===== src/rtl/ser_par_pkg.sv =====
// Shared types and defaults for the serial-to-parallel sequencing controller.
// PARITY_BIT is only reachable when SER_PAR_PARITY_CHK_EN is defined.
package ser_par_pkg;

  localparam int WORD_W_DEF  = 32;
  localparam int TIMEOUT_DEF = 15;

  typedef enum logic [2:0] {
    IDLE       = 3'd0,
    SHIFT      = 3'd1,
    WRITE      = 3'd2,
    ABORT      = 3'd3,
    PARITY_BIT = 3'd4
  } state_t;

  // Bit counter width; never narrower than one bit so WORD_W==1 still elaborates.
  function automatic int clog2_min1(input int n);
    return (n < 2) ? 1 : $clog2(n);
  endfunction

endpackage


===== src/rtl/ser_par_idle_timer.sv =====
// Idle-cycle counter for partial words: clears on activity, counts En-low
// cycles and flags expiry on the cycle that completes TIMEOUT idle cycles.
module ser_par_idle_timer #(
  parameter int TO_W    = 4,
  parameter int TIMEOUT = 15
) (
  input  logic clk,
  input  logic rst,
  input  logic i_clr,
  input  logic i_inc,
  output logic o_expire
);

  logic [TO_W-1:0] r_to_cnt;

  always_ff @(posedge clk or negedge rst) begin
    if (!rst) begin
      r_to_cnt <= '0;
    end else if (i_clr) begin
      r_to_cnt <= '0;
    end else if (i_inc) begin
      r_to_cnt <= r_to_cnt + TO_W'(1);
    end
  end

  assign o_expire = i_inc & ~i_clr & (r_to_cnt == TO_W'(TIMEOUT - 1));

endmodule


===== src/rtl/ser_par_ctrl.sv =====
// Sequencing controller for the 32-bit serial-to-parallel converter.
// Optional even-parity check per word is enabled by defining SER_PAR_PARITY_CHK_EN.
module ser_par_ctrl
  import ser_par_pkg::*;
#(
  parameter int WORD_W  = WORD_W_DEF,
  parameter int TIMEOUT = TIMEOUT_DEF,
  parameter int TO_W    = 4,
  parameter int WCNT_W  = 16
) (
  input  logic              clk,
  input  logic              rst,
  input  logic              En,
  input  logic              Data_in,
  input  logic              fifo_full,
  input  logic              clr_flags,
  output logic              Shft,
  output logic              write,
  output logic              clr,
  output logic              busy,
  output logic              overrun,
  output logic              frame_err,
  output logic              parity_err,
  output logic [WCNT_W-1:0] word_cnt
);

  localparam int              BC_W     = clog2_min1(WORD_W);
  localparam logic [BC_W-1:0] LAST_IDX = BC_W'(WORD_W - 1);

  state_t            r_state;
  logic [BC_W-1:0]   r_bit_cnt;
  logic [WCNT_W-1:0] r_word_cnt;
  logic              r_overrun;
  logic              r_frame_err;
  logic              w_accept;
  logic              w_timed;
  logic              w_drop;
  logic              w_to_expire;

`ifdef SER_PAR_PARITY_CHK_EN
  localparam state_t LAST_NEXT = PARITY_BIT;
  logic r_par;
  logic r_par_abort;
  logic r_parity_err;
  assign parity_err = r_parity_err;
`else
  localparam state_t LAST_NEXT = WRITE;
  logic w_unused;
  assign w_unused   = Data_in;
  assign parity_err = 1'b0;
`endif

  assign w_accept = (r_state == IDLE) || (r_state == SHIFT);
  assign w_timed  = (r_state == SHIFT) || (r_state == PARITY_BIT);
  assign w_drop   = En & ((r_state == WRITE) || (r_state == ABORT));

  // Shft must be quiet during reset even though the reset state is IDLE.
  assign Shft      = rst & En & w_accept;
  assign write     = (r_state == WRITE) & ~fifo_full;
  assign clr       = (r_state == ABORT);
  assign busy      = (r_state != IDLE);
  assign overrun   = r_overrun;
  assign frame_err = r_frame_err;
  assign word_cnt  = r_word_cnt;

  ser_par_idle_timer #(
    .TO_W    (TO_W),
    .TIMEOUT (TIMEOUT)
  ) u_idle_timer (
    .clk      (clk),
    .rst      (rst),
    .i_clr    (~w_timed | En),
    .i_inc    (w_timed & ~En),
    .o_expire (w_to_expire)
  );

  always_ff @(posedge clk or negedge rst) begin
    if (!rst) begin
      r_state     <= IDLE;
      r_bit_cnt   <= '0;
      r_word_cnt  <= '0;
      r_overrun   <= 1'b0;
      r_frame_err <= 1'b0;
`ifdef SER_PAR_PARITY_CHK_EN
      r_par        <= 1'b0;
      r_par_abort  <= 1'b0;
      r_parity_err <= 1'b0;
`endif
    end else begin
      // Clears come first so a coincident set event below takes priority.
      if (clr_flags) begin
        r_overrun   <= 1'b0;
        r_frame_err <= 1'b0;
`ifdef SER_PAR_PARITY_CHK_EN
        r_parity_err <= 1'b0;
`endif
      end
      if (w_drop) begin
        r_overrun <= 1'b1;
      end

      case (r_state)
        IDLE: begin
          if (En) begin
            r_bit_cnt <= BC_W'(1);
            r_state   <= (WORD_W == 1) ? LAST_NEXT : SHIFT;
`ifdef SER_PAR_PARITY_CHK_EN
            r_par       <= Data_in;
            r_par_abort <= 1'b0;
`endif
          end
        end
        SHIFT: begin
          if (En) begin
            r_bit_cnt <= r_bit_cnt + BC_W'(1);
`ifdef SER_PAR_PARITY_CHK_EN
            r_par <= r_par ^ Data_in;
`endif
            if (r_bit_cnt == LAST_IDX) begin
              r_state <= LAST_NEXT;
            end
          end else if (w_to_expire) begin
            r_state <= ABORT;
          end
        end
`ifdef SER_PAR_PARITY_CHK_EN
        PARITY_BIT: begin
          if (En) begin
            if (Data_in == r_par) begin
              r_state <= WRITE;
            end else begin
              r_parity_err <= 1'b1;
              r_par_abort  <= 1'b1;
              r_state      <= ABORT;
            end
          end else if (w_to_expire) begin
            r_state <= ABORT;
          end
        end
`endif
        WRITE: begin
          if (!fifo_full) begin
            r_word_cnt <= r_word_cnt + WCNT_W'(1);
            r_bit_cnt  <= '0;
            r_state    <= IDLE;
          end
        end
        ABORT: begin
          r_bit_cnt <= '0;
          r_state   <= IDLE;
`ifdef SER_PAR_PARITY_CHK_EN
          r_par_abort <= 1'b0;
          if (!r_par_abort) begin
            r_frame_err <= 1'b1;
          end
`else
          r_frame_err <= 1'b1;
`endif
        end
        default: r_state <= IDLE;
      endcase
    end
  end

endmodule


===== config.mk =====
export PLATFORM = sky130hd
export DESIGN_NAME = ser_par_ctrl
export DESIGN_NICKNAME = d
export VERILOG_FILES = /design/src/rtl/ser_par_pkg.sv /design/src/rtl/ser_par_idle_timer.sv /design/src/rtl/ser_par_ctrl.sv
export SDC_FILE = /design/constraint.sdc
export NUM_CORES = 1
export LEC_CHECK = 0
export BUFFER_PORTS_ARGS = -buffer_cell sky130_fd_sc_hd__buf_4
export CORE_MARGIN = 10
export CORE_UTILIZATION = 35
export CTS_BUF_LIST = sky130_fd_sc_hd__clkbuf_4 sky130_fd_sc_hd__clkbuf_8 sky130_fd_sc_hd__clkbuf_16
export CTS_CLUSTER_DIAMETER = 80
export DETAILED_ROUTE_END_ITERATION = 10
export GPL_ROUTABILITY_DRIVEN = 1
export MAX_ROUTING_LAYER = met4
export SKIP_CTS_REPAIR_TIMING = 1
export SKIP_LAST_GASP = 1
export SYNTH_ARGS = -nofsm -noshare
export SYNTH_HDL_FRONTEND = slang
export SYNTH_SLANG_ARGS = --single-unit
export TNS_END_PERCENT = 10

===== constraint.sdc =====
create_clock -name clk -period 2.4 [get_ports clk]
set_input_delay 0.48 -clock clk [delete_from_list [all_inputs] [get_ports clk]]
set_output_delay 0.48 -clock clk [all_outputs]
set_load 0.01 [all_outputs]

# After elaboration in Yosys (flattened, before gate mapping)
# Index checks and enable logic that the tools add are counted.
[classes] n_mux=15 bitwise=12 add_sub_neg=3 n_reduce_logical=12 eq_ne=11
[op_table] operator="one-hot mux 5 bit (4 select lines)" n=1
[op_table] operator="adder 16 x 1 -> 16 bit, second input constant" n=1
[op_table] operator="two-way mux 3 bit" n=5
[op_table] operator="two-way mux 5 bit" n=3
[op_table] operator="one-hot mux 3 bit (3 select lines)" n=1
[op_table] operator="two-way mux 4 bit" n=2
[op_table] operator="AND reduction 4 bit" n=2
[op_table] operator="AND 1 bit" n=7
[op_table] operator="== test 3 x 2 -> 1 bit, second input constant" n=2
[op_table] operator="!= test 2 bit, second input constant" n=3
[op_table] operator="!= test 3 x 2 -> 1 bit, second input constant" n=2
[op_table] operator="nonzero test 2 bit" n=3
[op_table] operator="adder 5 x 1 -> 5 bit, second input constant" n=1
[op_table] operator="== test 5 bit, second input constant" n=1
[op_table] operator="adder 4 x 1 -> 4 bit, second input constant" n=1
[op_table] operator="== test 4 bit, second input constant" n=1
[op_table] operator="inverter 1 bit" n=4
[op_table] operator="nonzero test 4 bit" n=1
[op_table] operator="== test 3 x 1 -> 1 bit, second input constant" n=1
[op_table] operator="== test 3 bit, second input constant" n=1
[op_table] operator="logical NOT 3 bit" n=1
[op_table] operator="logical OR 1 bit" n=3
[op_table] operator="two-way mux 1 bit" n=3
[op_table] operator="nonzero test 3 bit" n=1
[op_table] operator="2 further kinds" n=2
[word_totals] in_bits=6 register_bits=30 wordCells=59 out_inout_bits=23

# Longest topological paths before layout
[logic_depth] word_depth=10 depth_mapped=8 mapped_depth_nobuf=6

# By module
# A second synthesis with hierarchy kept.
[hier_totals] cells_unflattened=142 hier_area_um2=1502.7
[modules_own_cells] module="ser_par_ctrl" cells_per_inst=122 instances=1 seq_area_each_um2=625.6 area_per_inst_um2=1280.0
[modules_own_cells] module="ser_par_idle_timer" cells_per_inst=20 instances=1 seq_area_each_um2=100.1 area_per_inst_um2=222.7

# Least setup slack after synthesis
# OpenSTA, ideal clock, no wires.
[synth_timing] path_type="register -> register" start="reg r_state[0]" end="reg r_word_cnt[7] (netlist: word_cnt[7])" arrival_time_ns=1.617 n_path_buf=2 setup_time_ns=0.127 path_stages_with_launch=9 required_ns=2.273 path_slack_ns=0.656 path_cell_list="dfrtp_1 inv_1 ha_1 and2b_1 buf_4 and4_1 buf_4 and3_1 xor2_1"
[synth_via] elab_chain_cells=2
[synth_lines] item="start, declared" line_no="ser_par_ctrl.sv:30" source="state_t r_state;"
[synth_lines] item="start signal, assigned" line_no="ser_par_ctrl.sv:106" source="r_state <= (WORD_W == 1) ? LAST_NEXT : SHIFT;"
[synth_lines] item="== test 3 x 2 -> 1 bit" line_no="ser_par_ctrl.sv:102" source="case (r_state)"
[synth_lines] item="AND reduction 2 bit (no source line)"
[synth_lines] item="end signal, assigned" line_no="ser_par_ctrl.sv:143" source="r_word_cnt <= r_word_cnt + WCNT_W'(1);"
[synth_lines] item="end, declared" line_no="ser_par_ctrl.sv:32" source="logic [WCNT_W-1:0] r_word_cnt;"
# Every way passes these cells.
# A chain may end at the register's enable or synchronous reset.

# Worst setup path in the final report
[layout_timing] start="reg r_state[0]" end="out write"
[layout_via] elab_chain_cells=2
[layout_lines] item="== test 3 x 2 -> 1 bit" line_no="ser_par_ctrl.sv:59" source="assign write = (r_state == WRITE) & ~fifo_full;"
[layout_lines] item="AND 1 bit" line_no="ser_par_ctrl.sv:59"
[layout_lines] item="end, declared" line_no="ser_par_ctrl.sv:18" source="output logic write,"
# Every way passes these cells.

==> flow_summary.toml <==
[clock_network]
cts_tree = "done"
clk_latency_ps = 280
cts.path.max_buffers = 2
path_clk_slew_ps = 60
h-tree-depth = 2
clock_sinks = 29
numCtsBuffers = 5
root_buffer = "clkbuf_8"

[timing]
holdWs_ps = 231
slew_violations = 0
hold_viol_final = 0
rsz0062_at_grt = "no"
fin_setup_tns_ps = 0
finClkSkew_ps = 7.13
finalSetupViolations = 0
fmax_mhz = 508
fin_crit_sh_pct = 82.0
period_needed_ps = 1970

[run]
max_cap_violations = 0

[logic_synthesis]
synth_area_sq_mm = 0.00145
ys_ff_latch = 29
yosys_warnings = 0
synthMuxAreaShare_pct = 1.56
synthAdderAreaFrac_pct = 8.65
synth.top_cell.area_share_pct = 50.2
ys_seq_area_share_pct = 50.2
synth.distinct_cells = 30
synth_top_area_cell = "dfrtp_1"
synth_compound_area_share_pct = 6.66
synth_ff_type = "dfrtp_1"
syn_nets = 148
netlist_instances = 132
synth-edff-count = 0
ys_top_cells_by_area = "dfrtp_1 (50%), ha_1 (8.7%), xnor2_1 (6.7%), xor2_1 (3.6%), nand2_1 (2.9%)"
synth_area_per_cell_sq_um = 11.0
synth_xor_area_share_pct = 10.3
async_flop_share_pct = 100
synth_top_family_by_area = "simple AND/OR/NAND/NOR gates"
yosys.area_share.simple_pct = 18.5

[placement]
portBuffers = 26
dp_hpwl_um = 2280
place_area_sq_mm = 0.00169
place.gp.congestion = 0.802

[critical_path]
r2r_setup_slack_ps = 470
critPathLaunchType = "flip-flop"
startpoint = "r_state[0]$_DFFE_PN0P_"
reg2reg_depth = 6
cp.required_ps = 1920
cp-endpoint = "write"
critPathKind = "flip-flop to output pin"
cp_max_fo = 6
r2r-end = "word_cnt[11]$_DFFE_PN0P_"
cp.arrival_ps = 1490
crit_path_end_kind = "output pin"
reg2reg_from = "r_state[0]$_DFFE_PN0P_"

[floorplanning]
core-area_sq_mm = 0.00400
num_io_pins = 29
die_area_sq_mm = 0.00710
die_h_um = 84.3
die_w_um = 84.3
start_util_pct = 36.2
row_count = 23

[cells_and_area]
fillers = 388
drive_gt1_share_pct = 23.2
syn2layout_area_growth_pct = 22.8
post-route-cell-area_sq_mm = 0.00178
final_nets = 179
layout_commonest_cell = "dfrtp_1"
mostFrequentLayoutCells = "dfrtp_1 (29), buf_4 (27), xnor2_1 (11), nand2_1 (11), ha_1 (10)"
diodes = 0

[grt]
antenna_found_initial = 0
grt_pass1_vias = 1077
grt_pass1_wl_um = 5150
grt_max_degree = 30
overflow = 0
grt_use_total_pct = 9.16

[route]
drt-wirelength-per-cell_um = 14.4
wirelength_um = 3080
vias = 1020
antenna_left = 0
first_iter_violations = 62
viasPerCell = 4.77
drt-pass1-iter-count = 4
drc_errors = 0

[min_path]
hp-class = "input port to asynchronous set/reset pin"

[power_and_ir_drop]
power_density_mw_per_mm2 = 900
p_leak_nw = 0.917
vdd_ir_drop_max_mv = 0.568

[run_status]
status = "finished clean"
-- metrics by stage --
stage / cells / util [%] / power, mW / setup slack (ps)
CTS: 214 / 44.4 / 1.63 / 445
finish: 214 / 44.4 / 1.60 / 433
global placement: 206 / 42.2 / 1.19 / 537
detailed placement: 206 / 42.2 / 1.22 / 503
floorplan: 132 / - / 0.997 / 656
global route: 214 / 44.4 / 1.75 / 332
-- power by group --
| group | total, mW | switching (mW) | internal (mW) |
|---|---|---|---|
| Combinational | 0.524 | 0.279 | 0.245 |
| Clock | 0.396 | 0.184 | 0.212 |
| Sequential | 0.678 | 0.0955 | 0.583 |
-- critical path, cell delays in order (launching register included) --
cell and delay [ps]:
dfrtp_1 430, inv_1 110, ha_1 250, and2b_1 260, buf_4 160
-- synthesized netlist by cell type, drive strengths merged, types with 3 or more instances --
cell type / n
and3: 5
and4: 3
buf: 3
dfrtp: 29
ha: 10
inv: 9
nand2: 11
nand3: 4
nand4: 4
nor2: 6
nor2b: 3
o21ai: 9
xnor2: 11
xor2: 6
-- logic make-up after synthesis --
logic type / Yosys count
DFF: 29
xor gates and xnor gates: 17
AOI/OAI and AO/OA: 16
adders and majority gates: 10
and+or+nand+nor: 45
buffers and inverters: 12
muxes: 2
other: 1
-- flip-flops by register name, summed over array words and instances, names as in the netlist --
| name | count |
|---|---|
| word_cnt | 16 |
| r_bit_cnt | 5 |
| frame_err | 1 |
| r_state | 2 |
| overrun | 1 |
| u_idle_timer.r_to_cnt | 4 |
-- layer usage --
metal  up-vias  share of wire, %  GRT usage, %
met5         -                 0             -
met4         0              0.81          2.74
met3         3               5.8          4.25
met2        26                46          14.0
met1       484                48          10.4
li1        507                 -             -
-- layout make-up --
cell class	count	area [sq um]	share of cell area (%)
flip-flops and latches	29	726	40.9
repair buffers	27	203	11.4
clock buffers	6	76.3	4.30
clock inverters	2	10.0	0.564
well taps	50	62.6	3.52
inverters	9	33.8	1.90
multi-input cells	91	664	37.4
-- worst min path at each step --
stage,from,end,slack [ps],depth (start not counted)
2_1_floorplan,rst,frame_err$_DFFE_PN0P_,180,0
3_3_place_gp,word_cnt[15]$_DFFE_PN0P_,word_cnt[15]$_DFFE_PN0P_,460,1
3_5_place_dp,word_cnt[15]$_DFFE_PN0P_,word_cnt[15]$_DFFE_PN0P_,470,1
4_1_cts,rst,word_cnt[10]$_DFFE_PN0P_,240,2
5_1_grt,rst,word_cnt[9]$_DFFE_PN0P_,250,2
6_report,rst,word_cnt[10]$_DFFE_PN0P_,230,2
Note: power is estimated with default switching activity, not from simulation.
